--- src/rtl/types_pkg.sv ---
// types_pkg: shared bus, access-size and LSU state types.
package types_pkg;
  typedef logic [31:0] DATA_BUS;
  typedef enum logic [1:0] {Byte, Half, Word} byte_format;
  typedef enum logic [1:0] {IDLE, READ, WRITE, RESP} lsu_state_t;
  function automatic logic misaligned(byte_format fmt, logic [1:0] off);
    return (fmt == Half && off[0]) || (fmt == Word && off != 2'b00);
  endfunction
endpackage

--- src/rtl/lane_align.sv ---
// lane_align: little-endian sub-word extract for loads and lane merge for stores.
module lane_align
  import types_pkg::*;
(
  input  DATA_BUS    word,
  input  logic [1:0] offset,
  input  byte_format fmt,
  input  logic       sign,
  input  DATA_BUS    wdata,
  output DATA_BUS    loadVal,
  output DATA_BUS    merged
);
  logic [4:0] bSh, hSh;
  logic [7:0] b;
  logic [15:0] h;
  DATA_BUS mask, ins;
  always_comb begin
    bSh = {offset, 3'b000};
    hSh = {offset[1], 4'b0000};
    b = 8'(word >> bSh);
    h = 16'(word >> hSh);
    loadVal = fmt == Byte ? {{24{sign & b[7]}}, b} : fmt == Half ? {{16{sign & h[15]}}, h} : word;
    mask = fmt == Byte ? 32'h0000_00ff << bSh : fmt == Half ? 32'h0000_ffff << hSh : 32'hffff_ffff;
    ins = fmt == Byte ? {24'b0, wdata[7:0]} << bSh : fmt == Half ? {16'b0, wdata[15:0]} << hSh : wdata;
    merged = (word & ~mask) | ins;
  end
endmodule

--- src/rtl/load_store_unit.sv ---
// load_store_unit: byte/half/word loads and stores onto a single-port word RAM,
// sub-word stores done as read-modify-write.
module load_store_unit
  import types_pkg::*;
#(
  parameter int RD_LATENCY = 1
) (
  input  logic       clk,
  input  logic       rst_n,
  input  logic       req_valid,
  output logic       req_ready,
  input  logic       req_we,
  input  byte_format req_fmt,
  input  logic       req_sign,
  input  DATA_BUS    req_addr,
  input  DATA_BUS    req_wdata,
  output logic       rsp_valid,
  input  logic       rsp_ready,
  output DATA_BUS    rsp_rdata,
  output logic       rsp_err,
  output logic       mem_we,
  output DATA_BUS    mem_addr,
  output DATA_BUS    mem_wdata,
  input  DATA_BUS    mem_rdata
);
  localparam logic [2:0] LAT = 3'(RD_LATENCY);
  lsu_state_t state, nextState;
  logic weR, signR, accept, capture, mis;
  byte_format fmtR;
  logic [1:0] offR;
  logic [2:0] cnt;
  DATA_BUS wdataR, loadVal, merged;
  assign accept = state == IDLE && req_valid;
  assign capture = state == READ && cnt == LAT;
  assign mis = misaligned(req_fmt, req_addr[1:0]);
  assign req_ready = state == IDLE;
  assign rsp_valid = state == RESP;
  assign mem_we = state == WRITE;
  lane_align u_align (
    .word(mem_rdata),
    .offset(offR),
    .fmt(fmtR),
    .sign(signR),
    .wdata(wdataR),
    .loadVal(loadVal),
    .merged(merged)
  );
  always_ff @(posedge clk or negedge rst_n)
    if (!rst_n) state <= IDLE;
    else state <= nextState;
  always_comb begin
    nextState = state;
    unique case (state)
      IDLE: if (req_valid) nextState = mis ? RESP : (req_we && req_fmt == Word) ? WRITE : READ;
      READ: if (capture) nextState = weR ? WRITE : RESP;
      WRITE: nextState = RESP;
      RESP: if (rsp_ready) nextState = IDLE;
    endcase
  end
  // cnt restarts every time READ is entered; capture fires RD_LATENCY cycles after mem_addr goes valid
  always_ff @(posedge clk or negedge rst_n)
    if (!rst_n) begin
      weR <= 1'b0;
      signR <= 1'b0;
      fmtR <= Byte;
      offR <= 2'b00;
      wdataR <= '0;
      cnt <= 3'd0;
      rsp_err <= 1'b0;
      rsp_rdata <= '0;
      mem_addr <= '0;
      mem_wdata <= '0;
    end else begin
      cnt <= state == READ ? cnt + 3'd1 : 3'd0;
      if (accept) begin
        weR <= req_we;
        signR <= req_sign;
        fmtR <= req_fmt;
        offR <= req_addr[1:0];
        wdataR <= req_wdata;
        rsp_err <= mis;
        rsp_rdata <= '0;
        mem_wdata <= req_wdata;
        if (!mis) mem_addr <= {req_addr[31:2], 2'b00};
      end
      if (capture) begin
        if (weR) mem_wdata <= merged;
        else rsp_rdata <= loadVal;
      end
    end
endmodule

--- config.mk ---
export PLATFORM = sky130hd
export DESIGN_NAME = load_store_unit
export DESIGN_NICKNAME = d
export VERILOG_FILES = /design/src/rtl/types_pkg.sv /design/src/rtl/lane_align.sv /design/src/rtl/load_store_unit.sv
export SDC_FILE = /design/constraint.sdc
export NUM_CORES = 1
export LEC_CHECK = 0
export ABC_AREA = 1
export CORE_AREA = 5 5 182 132
export DETAILED_ROUTE_END_ITERATION = 16
export DIE_AREA = 0 0 187 137
export RECOVER_POWER = 100
export SETUP_SLACK_MARGIN = 0.1
export SLEW_MARGIN = 20
export SYNTH_ARGS = -nofsm -noshare
export SYNTH_HDL_FRONTEND = slang
export SYNTH_HIERARCHICAL = 1
export SYNTH_SLANG_ARGS = --single-unit
--- constraint.sdc ---
create_clock -name clk -period 2.12 [get_ports clk]
set_clock_uncertainty 0.15 [all_clocks]
set_input_delay 0.636 -clock clk [delete_from_list [all_inputs] [get_ports clk]]
set_output_delay 0.636 -clock clk [all_outputs]
set_load 0.01 [all_outputs]
==> reports/summary.json, run 1 <==
{
  "status": {
    "outcome": "finished clean"
  },
  "cts": {
    "clk_pin_slew_ps": 60,
    "cts_htree_levels": 4,
    "max-clock-path-buffers": 2,
    "tritoncts": "done",
    "worst_skew_pair.late_latency_ps": 420,
    "clkSinkCount": 138,
    "cts-buffers-inserted": 17,
    "root_buffer": "sky130_fd_sc_hd__clkbuf_16"
  },
  "routing": {
    "detail_route.vias_per_cell": 4.86,
    "drt-pass1-iter-count": 5,
    "routed-via-count": 7696,
    "first_iter_violations": 828,
    "postRouteWirelength_mm": 26.3,
    "routedWlPerCell_um": 16.6,
    "drtAntennaViolNets": 0,
    "drc": 0
  },
  "pwr": {
    "sequentialPowerShare_pct": 32.1,
    "power_density_mw_per_mm2": 1390,
    "p_comb_share_pct": 48.2,
    "internal-power_uw": 8360,
    "netSwitchingPower_uw": 6420,
    "leak_pwr_uw": 0.00588,
    "p_sw_share_pct": 43.4,
    "clock_power_share_pct": 19.7,
    "power.ir.vdd_worst_v": 0.000637
  },
  "critical_path": {
    "launching_element_type_of_the_critical_path": "register",
    "setup_crit_path_kind": "reg2out",
    "setup.worst_path.start": "state[0]$_DFFE_PN0P_",
    "worstPathMaxFanout": 4,
    "timing.critical_path.required_ps": 1330,
    "end_kind": "output port",
    "cp_data_arrival_time_ps": 1260,
    "worstReg2RegStart": "state[0]$_DFFE_PN0P_"
  },
  "die": {
    "floorplan.die.width_um": 187,
    "floorplan.core_area_mm2": 0.0221,
    "num_io_pins": 204,
    "fp.dieH_um": 137,
    "fp.dieArea_mm2": 0.0256,
    "initial_core_utilization_pct": 34.3,
    "std_cell_rows": 46
  },
  "logic_synthesis": {
    "count_of_flip_flops_with_a_built_in_enable_after_synthesis": 0,
    "postSynth.asyncResetShare_pct": 100,
    "ys_seq_area_share_pct": 45.5,
    "post_synth_num_cell_types": 27,
    "cell_area_synth_mm2": 0.00759,
    "synth.top_cell.area_share_pct": 45.5,
    "synthTopCellsByArea": "sky130_fd_sc_hd__dfrtp_1 (46%), sky130_fd_sc_hd__nand2_1 (22%), sky130_fd_sc_hd__nand3_1 (11%), sky130_fd_sc_hd__nor2_1 (4.0%), sky130_fd_sc_hd__a21oi_1 (2.6%)",
    "synthCells": 1056,
    "synth_area_leader_cell": "sky130_fd_sc_hd__dfrtp_1",
    "ys.flop_type": "sky130_fd_sc_hd__dfrtp_1",
    "synth.yosys.warnings": 6,
    "syn-mean-instance-area_um2": 7.19,
    "postSynthRegisterBits": 138,
    "yosys.cell_count.top_type": "sky130_fd_sc_hd__nand2_1",
    "most_frequent_cells_after_synthesis": "sky130_fd_sc_hd__nand2_1 (449), sky130_fd_sc_hd__nand3_1 (168), sky130_fd_sc_hd__dfrtp_1 (138), sky130_fd_sc_hd__nor2_1 (80), sky130_fd_sc_hd__inv_1 (43)"
  },
  "placement": {
    "post_dp_cell_area_mm2": 0.0102,
    "portBuffers": 201,
    "dp_hpwl_mm": 19.6,
    "gpl.final_weighted_congestion": 0.909
  },
  "layout": {
    "areaGrowthSynthToFinish_pct": 40.5,
    "drive_gt1_share_pct": 10.1,
    "num-fill-cells": 2235,
    "finish.net_count": 1394,
    "antenna_cells": 0,
    "final_cell_area_mm2": 0.0107
  },
  "timing": {
    "drv_slew": 0,
    "hold-worst-slack_ps": 317,
    "setup-violations-final": 0,
    "setup-tns-final_ps": 0,
    "report.final.hold_viol_count": 0,
    "min_period_over_period_pct": 96.4,
    "max_slew_headroom_pct": 28.6,
    "post-route-min-period_ps": 2040,
    "grt_setup_unrepaired": "true",
    "worst_slew_pin_slew_ps": 1070,
    "maxClockFrequency_mhz": 489
  },
  "global_route": {
    "grt_pass1_wl_mm": 41.6,
    "grt_util_all_layers_pct": 20.4,
    "grt_pass1_vias": 7326,
    "grt-ovfl-total": 0,
    "grt_antenna_before_repair": 0,
    "grt_max_degree": 58
  },
  "min_path": {
    "hold_path_class": "reg2reg",
    "startpoint_of_the_worst_hold_path": "mem_addr[13]$_DFFE_PN0P_"
  },
  "run": {
    "max_cap_violations": 0
  }
}
## area by class of cell
| class | count | area (um2) | share of cell area, % |
|---|---|---|---|
| multi-input cells | 803 | 3590 | 33.7 |
| inverters | 51 | 194 | 1.82 |
| flip-flops and latches | 138 | 3450 | 32.4 |
| clock inverters | 12 | 115 | 1.08 |
| well taps | 288 | 360 | 3.38 |
| clock buffers | 20 | 457 | 4.28 |
| repair buffers | 272 | 2490 | 23.4 |
## stage by stage
stage | utilization (%) | std cells | power [uW] | setup slack (ps)
2_1_floorplan | - | 1057 | 9010 | 468
3_3_place_gp | 46.2 | 1549 | 12300 | -174
4_1_cts | 48.4 | 1583 | 14900 | 24.0
5_1_grt | 48.2 | 1584 | 16000 | 10.8
3_5_place_dp | 46.2 | 1549 | 12400 | -238
6_report | 48.2 | 1584 | 14800 | 77.1
## sequential cells by signal, indices dropped and copies added (netlist names)
| signal | flops |
|---|---|
| cnt | 3 |
| fmtR | 2 |
| mem_addr | 30 |
| mem_wdata | 32 |
| offR | 2 |
| rsp_err | 1 |
| rsp_rdata | 32 |
| signR | 1 |
| state | 2 |
| wdataR | 32 |
| weR | 1 |
## critical path, stage by stage (launching register included)
cell and delay, ps:
sky130_fd_sc_hd__dfrtp_1 430, sky130_fd_sc_hd__inv_2 130, sky130_fd_sc_hd__ha_4 150, sky130_fd_sc_hd__clkbuf_2 130
## metal layers
layer	track usage [%]	share of wire, %
met1	30.9	49
met2	28.4	42
met3	6.35	8.7
met4	3.98	1.0
met5	0	0
## path summary, 6_finish.rpt
check / end / slack (ps) / cells after the start
hold reg to reg: mem_addr[13]$_DFFE_PN0P_ / 320 / 2
min in group asynchronous: wdataR[4]$_DFFE_PN0P_ / 810 / 2
hold / removal: mem_addr[13]$_DFFE_PN0P_ / 320 / 2
max in group asynchronous: offR[0]$_DFFE_PN0P_ / 240 / 3
setup / recovery: req_ready / 80 / 3
setup reg to reg: rsp_rdata[13]$_DFF_PN0_ / 170 / 8
## power groups by stage
stage / logic [uW] / registers [uW] / clock network (uW)
floorplan: 4190 / 4820 / 0
global placement: 7580 / 4750 / 0
detailed placement: 7670 / 4770 / 0
CTS: 7170 / 4730 / 2980
global route: 8000 / 4890 / 3090
finish: 7120 / 4750 / 2910
## logic make-up after synthesis
family	after synthesis	synth area share, %
compound gates	72	5.44
buf+inv	116	7.70
other cells	1	0.0494
flops	138	45.5
fa+ha+maj	7	1.15
simple gates	722	40.1
## what timing repair did
item / in CTS / in global routing
gates resized for setup: 114 / 4
gates cloned: 0 / 0
setup endpoints to repair: 98 / 23
pin swaps: 0 / 1
setup buffers: 1 / 1
hold buffers: 1 / 0
endpoints found under the hold margin: 4 / 0
## layout by cell type (no fill, tap or decap), types with 3 or more instances in the layout
cell and count:
sky130_fd_sc_hd__dfrtp_1 137, sky130_fd_sc_hd__clkbuf_2 3, sky130_fd_sc_hd__clkdlybuf4s50_1 102, sky130_fd_sc_hd__buf_6 4
sky130_fd_sc_hd__nand3_1 168, sky130_fd_sc_hd__nor2_4 7, sky130_fd_sc_hd__a21boi_0 11, sky130_fd_sc_hd__clkbuf_4 25
sky130_fd_sc_hd__inv_6 4, sky130_fd_sc_hd__dlygate4sd2_1 95, sky130_fd_sc_hd__clkbuf_16 17, sky130_fd_sc_hd__nor2_1 81
sky130_fd_sc_hd__o21ai_0 11, sky130_fd_sc_hd__nand2_4 3, sky130_fd_sc_hd__o211ai_1 7, sky130_fd_sc_hd__buf_4 33
sky130_fd_sc_hd__ha_1 4, sky130_fd_sc_hd__nand2_1 451, sky130_fd_sc_hd__inv_1 43, sky130_fd_sc_hd__clkinvlp_4 3
sky130_fd_sc_hd__nand4_1 7, sky130_fd_sc_hd__buf_12 6, sky130_fd_sc_hd__a21oi_1 40, sky130_fd_sc_hd__inv_2 7
(Power assumes the default switching activity.)
==> run 2, diff against run 1 <==
--- a/config.mk
+++ b/config.mk
@@ -9,7 +9,7 @@
 export CORE_AREA = 5 5 182 132
 export DETAILED_ROUTE_END_ITERATION = 16
 export DIE_AREA = 0 0 187 137
-export RECOVER_POWER = 100
+export RECOVER_POWER = 25
 export SETUP_SLACK_MARGIN = 0.1
 export SLEW_MARGIN = 20
 export SYNTH_ARGS = -nofsm -noshare
==> run 2 against run 1 <==
  * First-iteration DRC count fell by 9.1%
  * Sequential cell count stayed put
  * Register-to-register slack better by 40 ps
  * Global-route usage did not move
  * Largest cell class unchanged
  * Critical endpoint unchanged
  * Largest power group unchanged
  * Sequential share of layout area decreased by 0.16 points
==> reports/summary.json, run 2 (synthesized netlist as in run 1, its figures left out) <==
{
  "placement": {
    "dp_hpwl_mm": 19.6,
    "gpl.final_weighted_congestion": 0.909,
    "post_dp_cell_area_mm2": 0.0102,
    "place.detailed.instances": 1549,
    "portBuffers": 201
  },
  "timing": {
    "worst_slew_pin_slew_ps": 1070,
    "post-route-min-period_ps": 2040,
    "report.final.hold_viol_count": 0,
    "setup-violations-final": 0,
    "max_slew_headroom_pct": 28.8,
    "drv_slew": 0,
    "min_period_over_period_pct": 96.3,
    "grt_setup_unrepaired": "true",
    "maxClockFrequency_mhz": 490
  },
  "die": {
    "fp.dieArea_mm2": 0.0256,
    "floorplan.die.width_um": 187,
    "initial_core_utilization_pct": 34.3,
    "floorplan.core_area_mm2": 0.0221,
    "std_cell_rows": 46,
    "num_io_pins": 204,
    "fp.dieH_um": 137
  },
  "routing": {
    "drt-met1-wl_mm": 12.8,
    "wl_met3_mm": 2.26,
    "drc": 0,
    "drt-pass1-iter-count": 7,
    "postRouteWirelength_mm": 26.3,
    "first_iter_violations": 753,
    "routed-via-count": 7704,
    "wl_met2_mm": 11.1,
    "routedWlPerCell_um": 16.6,
    "drtAntennaViolNets": 0,
    "route.top_layer_used": "met4",
    "detail_route.vias_per_cell": 4.86
  },
  "cts": {
    "cts-buffers-inserted": 17,
    "cts_htree_levels": 4,
    "root_buffer": "sky130_fd_sc_hd__clkbuf_16",
    "tritoncts": "done",
    "max-clock-path-buffers": 2,
    "worst_skew_pair.late_latency_ps": 420,
    "clk_pin_slew_ps": 60,
    "clkSinkCount": 138
  },
  "layout": {
    "largestRegisters": "mem_wdata: 32 flops, rsp_rdata: 32 flops, wdataR: 32 flops",
    "areaGrowthSynthToFinish_pct": 41.2,
    "drive_gt1_share_pct": 10.5,
    "antenna_cells": 0,
    "layout_commonest_cell": "sky130_fd_sc_hd__nand2_1",
    "final_cell_area_mm2": 0.0107,
    "finish.net_count": 1394,
    "finish.cell_count_without_fillers": 1584,
    "top_library_cells_by_usage_in_the_layout_fill_and_taps_aside": "sky130_fd_sc_hd__nand2_1 (449), sky130_fd_sc_hd__nand3_1 (168), sky130_fd_sc_hd__dfrtp_1 (137), sky130_fd_sc_hd__clkdlybuf4s50_1 (102), sky130_fd_sc_hd__dlygate4sd2_1 (95)"
  },
  "global_route": {
    "grt_pass1_vias": 7326,
    "grt_util_all_layers_pct": 20.4,
    "grt-ovfl-total": 0,
    "grt_max_degree": 58,
    "grt_pass1_wl_mm": 41.6,
    "grt_antenna_before_repair": 0
  },
  "critical_path": {
    "launching_element_type_of_the_critical_path": "register",
    "worstPathMaxFanout": 4,
    "critical_path_buf_inv_count": 2,
    "worst_path_largest_cell_delay_ps": 430,
    "critical_path.cell_chain": "inv_2 -> ha_4 -> buf_2",
    "setup_crit_path_kind": "reg2out",
    "timing.critical_path.required_ps": 1330,
    "cp_data_arrival_time_ps": 1250,
    "worst_path_dominant_cell_family": "flip-flops",
    "cp_slowest_cell": "sky130_fd_sc_hd__dfrtp_1",
    "end_kind": "output port"
  },
  "pwr": {
    "sequentialPowerShare_pct": 32.0,
    "leak_pwr_uw": 0.00591,
    "power_density_mw_per_mm2": 1390,
    "p_sw_share_pct": 43.4,
    "power.ir.vdd_worst_v": 0.000637,
    "internal-power_uw": 8400,
    "clock_power_share_pct": 19.6,
    "p_comb_share_pct": 48.4,
    "netSwitchingPower_uw": 6440
  },
  "status": {
    "outcome": "finished clean"
  },
  "min_path": {
    "hold_path_class": "reg2reg"
  },
  "run": {
    "max_cap_violations": 0
  }
}
-- run 2: layout make-up --
type / count / area, um2
clock buffers: 20 / 457
well taps: 288 / 360
multi-input cells: 803 / 3600
repair buffers: 272 / 2530
inverters: 51 / 194
flip-flops and latches: 138 / 3450
fillers: 2229 / 11400
clock inverters: 12 / 115
-- run 2: tightest hold or removal path: cells and delay by family (launching register included) --
family	cells	cell delay, ps
DFF	1	340
and+or+nand+nor	2	110
-- run 2: stage by stage --
stage                     total power [uW]  hold slack, ps  setup TNS (ps)  setup slack, ps  utilization [%]
after global routing                 16000             336               0             13.6             48.5
after floorplan                       9010             190               0              468                -
after detailed placement             12400             306           -4730             -238             46.2
after global placement               12300             303           -3280             -174             46.2
final                                14800             317               0             79.2             48.5
after CTS                            14900             320               0             24.0             48.4
-- run 2: path summary, 6_finish.rpt --
path / from / to / slack (ps) / cells after the start
min in group asynchronous: rst_n / wdataR[4]$_DFFE_PN0P_ / 800 / 2
max reg2reg: state[0]$_DFFE_PN0P_ / mem_wdata[29]$_DFF_PN0_ / 210 / 8
min: mem_addr[13]$_DFFE_PN0P_ / mem_addr[13]$_DFFE_PN0P_ / 320 / 2
max: state[0]$_DFFE_PN0P_ / req_ready / 80 / 3
min reg2reg: mem_addr[13]$_DFFE_PN0P_ / mem_addr[13]$_DFFE_PN0P_ / 320 / 2
max in group asynchronous: rst_n / offR[0]$_DFFE_PN0P_ / 250 / 3
-- run 2: power groups by stage --
stage	sequential [uW]	combinational, uW	clock (uW)
after floorplan	4820	4190	0
after global routing	4890	8070	3090
final	4750	7180	2910
after global placement	4750	7580	0
after CTS	4730	7170	2980
after detailed placement	4770	7670	0
-- run 2: layer usage --
layer	track usage (%)	vias to the layer above
met5	0	-
li1	-	3807
met2	28.4	320
met1	30.9	3558
met4	3.98	0
met3	6.35	19
-- run 2: timing repair --
action / CTS / global route
endpoints found under the hold margin: 4 / 0
pin swaps: 0 / 1
gates resized for setup: 114 / 4
endpoints found under the setup margin: 98 / 23
hold buffers: 1 / 0
setup buffers: 1 / 1
==> run 3, diff against run 2 <==
--- a/config.mk
+++ b/config.mk
@@ -6,10 +6,10 @@
 export NUM_CORES = 1
 export LEC_CHECK = 0
 export ABC_AREA = 1
-export CORE_AREA = 5 5 182 132
+export CORE_AREA = 5 5 155 113
 export DETAILED_ROUTE_END_ITERATION = 16
-export DIE_AREA = 0 0 187 137
-export RECOVER_POWER = 25
+export DIE_AREA = 0 0 160 118
+export PLACE_DENSITY = 0.8
 export SETUP_SLACK_MARGIN = 0.1
 export SLEW_MARGIN = 20
 export SYNTH_ARGS = -nofsm -noshare
==> constraint.sdc (replaced) <==
create_clock -name clk -period 2.3 [get_ports clk]
set_clock_uncertainty 0.15 [all_clocks]
set_input_delay 0.69 -clock clk [delete_from_list [all_inputs] [get_ports clk]]
set_output_delay 0.69 -clock clk [all_outputs]
set_load 0.01 [all_outputs]
==> run 3 against run 2 <==
  * First-iteration DRC count grew 26%
  * Sequential power fell by 8.2%
  * Setup slack improved by 46 ps
  * Count of clock-buffer cells in the layout grew 3
  * Combinational power shrank 5.3%
  * Critical path depth unchanged
  * Sequential cell count stayed put
  * Cell area shrank 2.3%
  * Largest power group unchanged
==> reports/summary.json, run 3 (synthesized netlist as in run 1, its figures left out) <==
{
  "die": {
    "fp.dieH_um": 118,
    "num_io_pins": 204,
    "fp.dieArea_mm2": 0.0189,
    "floorplan.core_area_mm2": 0.0159,
    "initial_core_utilization_pct": 47.9,
    "std_cell_rows": 39,
    "floorplan.die.width_um": 160
  },
  "routing": {
    "drt-pass1-iter-count": 7,
    "detail_route.vias_per_cell": 5.34,
    "first_iter_violations": 950,
    "routed-via-count": 7818,
    "drtAntennaViolNets": 0,
    "drc": 0,
    "postRouteWirelength_mm": 24.2,
    "routedWlPerCell_um": 16.5
  },
  "critical_path": {
    "worstPathMaxFanout": 3,
    "setup_crit_path_kind": "reg2out",
    "end_kind": "output port",
    "cp_data_arrival_time_ps": 1330,
    "launching_element_type_of_the_critical_path": "register",
    "timing.critical_path.required_ps": 1460
  },
  "global_route": {
    "grt_util_all_layers_pct": 25.5,
    "grt-ovfl-total": 0,
    "grt_pass1_wl_mm": 39.5,
    "grt_max_degree": 63,
    "grt_pass1_vias": 7459,
    "grt_antenna_before_repair": 0
  },
  "pwr": {
    "p_comb_share_pct": 49.5,
    "internal-power_uw": 7970,
    "p_sw_share_pct": 42.0,
    "netSwitchingPower_uw": 5760,
    "clock_power_share_pct": 18.7,
    "power_density_mw_per_mm2": 1310,
    "sequentialPowerShare_pct": 31.8,
    "power.ir.vdd_worst_v": 0.000748,
    "leak_pwr_uw": 0.00591
  },
  "layout": {
    "finish.cell_count_without_fillers": 1463,
    "num-fill-cells": 1340,
    "drive_gt1_share_pct": 7.55,
    "largestRegisters": "mem_wdata: 32 flops, rsp_rdata: 32 flops, wdataR: 32 flops",
    "areaGrowthSynthToFinish_pct": 37.9,
    "antenna_cells": 0,
    "finish.net_count": 1357,
    "layout_commonest_cell": "sky130_fd_sc_hd__nand2_1",
    "top_library_cells_by_usage_in_the_layout_fill_and_taps_aside": "sky130_fd_sc_hd__nand2_1 (449), sky130_fd_sc_hd__nand3_1 (168), sky130_fd_sc_hd__clkdlybuf4s50_1 (159), sky130_fd_sc_hd__dfrtp_1 (138), sky130_fd_sc_hd__nor2_1 (80)"
  },
  "timing": {
    "setup-tns-final_ps": 0,
    "maxClockFrequency_mhz": 460,
    "worst_slew_pin_slew_ps": 649,
    "min_period_over_period_pct": 94.6,
    "max_slew_headroom_pct": 56.7,
    "drv_slew": 0,
    "setup-violations-final": 0,
    "grt_setup_unrepaired": "true",
    "report.final.hold_viol_count": 0,
    "post-route-min-period_ps": 2170
  },
  "placement": {
    "gpl.final_weighted_congestion": 0.956,
    "portBuffers": 201,
    "dp_hpwl_mm": 17.4,
    "place.detailed.instances": 1431
  },
  "min_path": {
    "hold_path_class": "in2async"
  },
  "run": {
    "max_cap_violations": 0
  },
  "cts": {
    "worst_skew_pair.late_latency_ps": 420,
    "cts_htree_levels": 4,
    "clk_pin_slew_ps": 60,
    "max-clock-path-buffers": 2,
    "clkSinkCount": 138,
    "cts-buffers-inserted": 17,
    "root_buffer": "sky130_fd_sc_hd__clkbuf_16",
    "tritoncts": "done"
  },
  "status": {
    "outcome": "finished clean"
  }
}
==> run 3: changes by cell type in the layout (fill, tap and decap cells not counted), moves of 2 or more <==
cell / change
sky130_fd_sc_hd__buf_4: -32
sky130_fd_sc_hd__clkinv_4: -2
sky130_fd_sc_hd__inv_6: -4
sky130_fd_sc_hd__buf_2: -2
sky130_fd_sc_hd__dlymetal6s2s_1: +32
sky130_fd_sc_hd__dlygate4sd2_1: -88
sky130_fd_sc_hd__clkbuf_1: +2
sky130_fd_sc_hd__clkinv_2: +3
sky130_fd_sc_hd__clkdlybuf4s50_1: +57
==> run 3: what timing repair did <==
| action | CTS | global route |
|---|---|---|
| gates resized for setup | 17 | 34 |
| endpoints found under the setup margin | 9 | 34 |
| hold buffers | 0 | 0 |
| setup buffers | 0 | 1 |
==> run 3: cell type report <==
cell class	instances	area (um2)	area share, %
multi-input combinational	803	3580	34.2
sequential	138	3450	33.0
timing repair buffer	235	2440	23.3
clock buffer	23	478	4.57
tap	205	256	2.45
inverter	51	194	1.85
clock inverter	8	70.1	0.669
==> run 3: power groups by stage <==
stage	combinational [uW]	sequential [uW]	clock (uW)
finish	6800	4360	2570
CTS	6820	4340	2600
detailed placement	6810	4350	0
floorplan	3860	4450	0
global route	7590	4480	2700
global placement	6670	4340	0
==> run 3: stage by stage <==
stage / instance area, um2 / hold slack (ps) / worst slack (ps) / utilization, % / total power, uW
CTS: 10400 / 28.2 / 72.9 / 65.4 / 13800
finish: 10500 / 24.4 / 125 / 66.0 / 13700
global route: 10500 / 45.9 / 90.1 / 66.0 / 14800
floorplan: 7590 / 244 / 648 / - / 8300
global placement: 9830 / 303 / 54.7 / 62.0 / 11000
detailed placement: 9830 / 307 / 29.5 / 62.0 / 11200
==> run 3: worst max-delay path: stages (launching register included) <==
cell,delay [ps]
sky130_fd_sc_hd__dfrtp_1,430
sky130_fd_sc_hd__inv_2,120
sky130_fd_sc_hd__ha_4,150
sky130_fd_sc_hd__clkdlybuf4s15_2,220
==> run 3: final timing paths <==
check	start	endpoint	slack, ps	cells past startpoint
setup / recovery	state[0]$_DFFE_PN0P_	req_ready	130	3
hold / removal	rst_n	mem_wdata[3]$_DFF_PN0_	20	1
setup reg to reg	offR[1]$_DFFE_PN0P_	mem_wdata[0]$_DFF_PN0_	350	7
hold reg to reg	mem_addr[5]$_DFFE_PN0P_	mem_addr[5]$_DFFE_PN0P_	310	2
max in group asynchronous	rst_n	rsp_err$_DFFE_PN0P_	1420	2
min in group clk	mem_addr[5]$_DFFE_PN0P_	mem_addr[5]$_DFFE_PN0P_	310	2
==> run 3: per-layer routing <==
metal	global-route usage, %	wire (um)
met5	0	0
met4	5.96	369
met3	6.76	2550
met2	37.1	10500
met1	37.9	10700
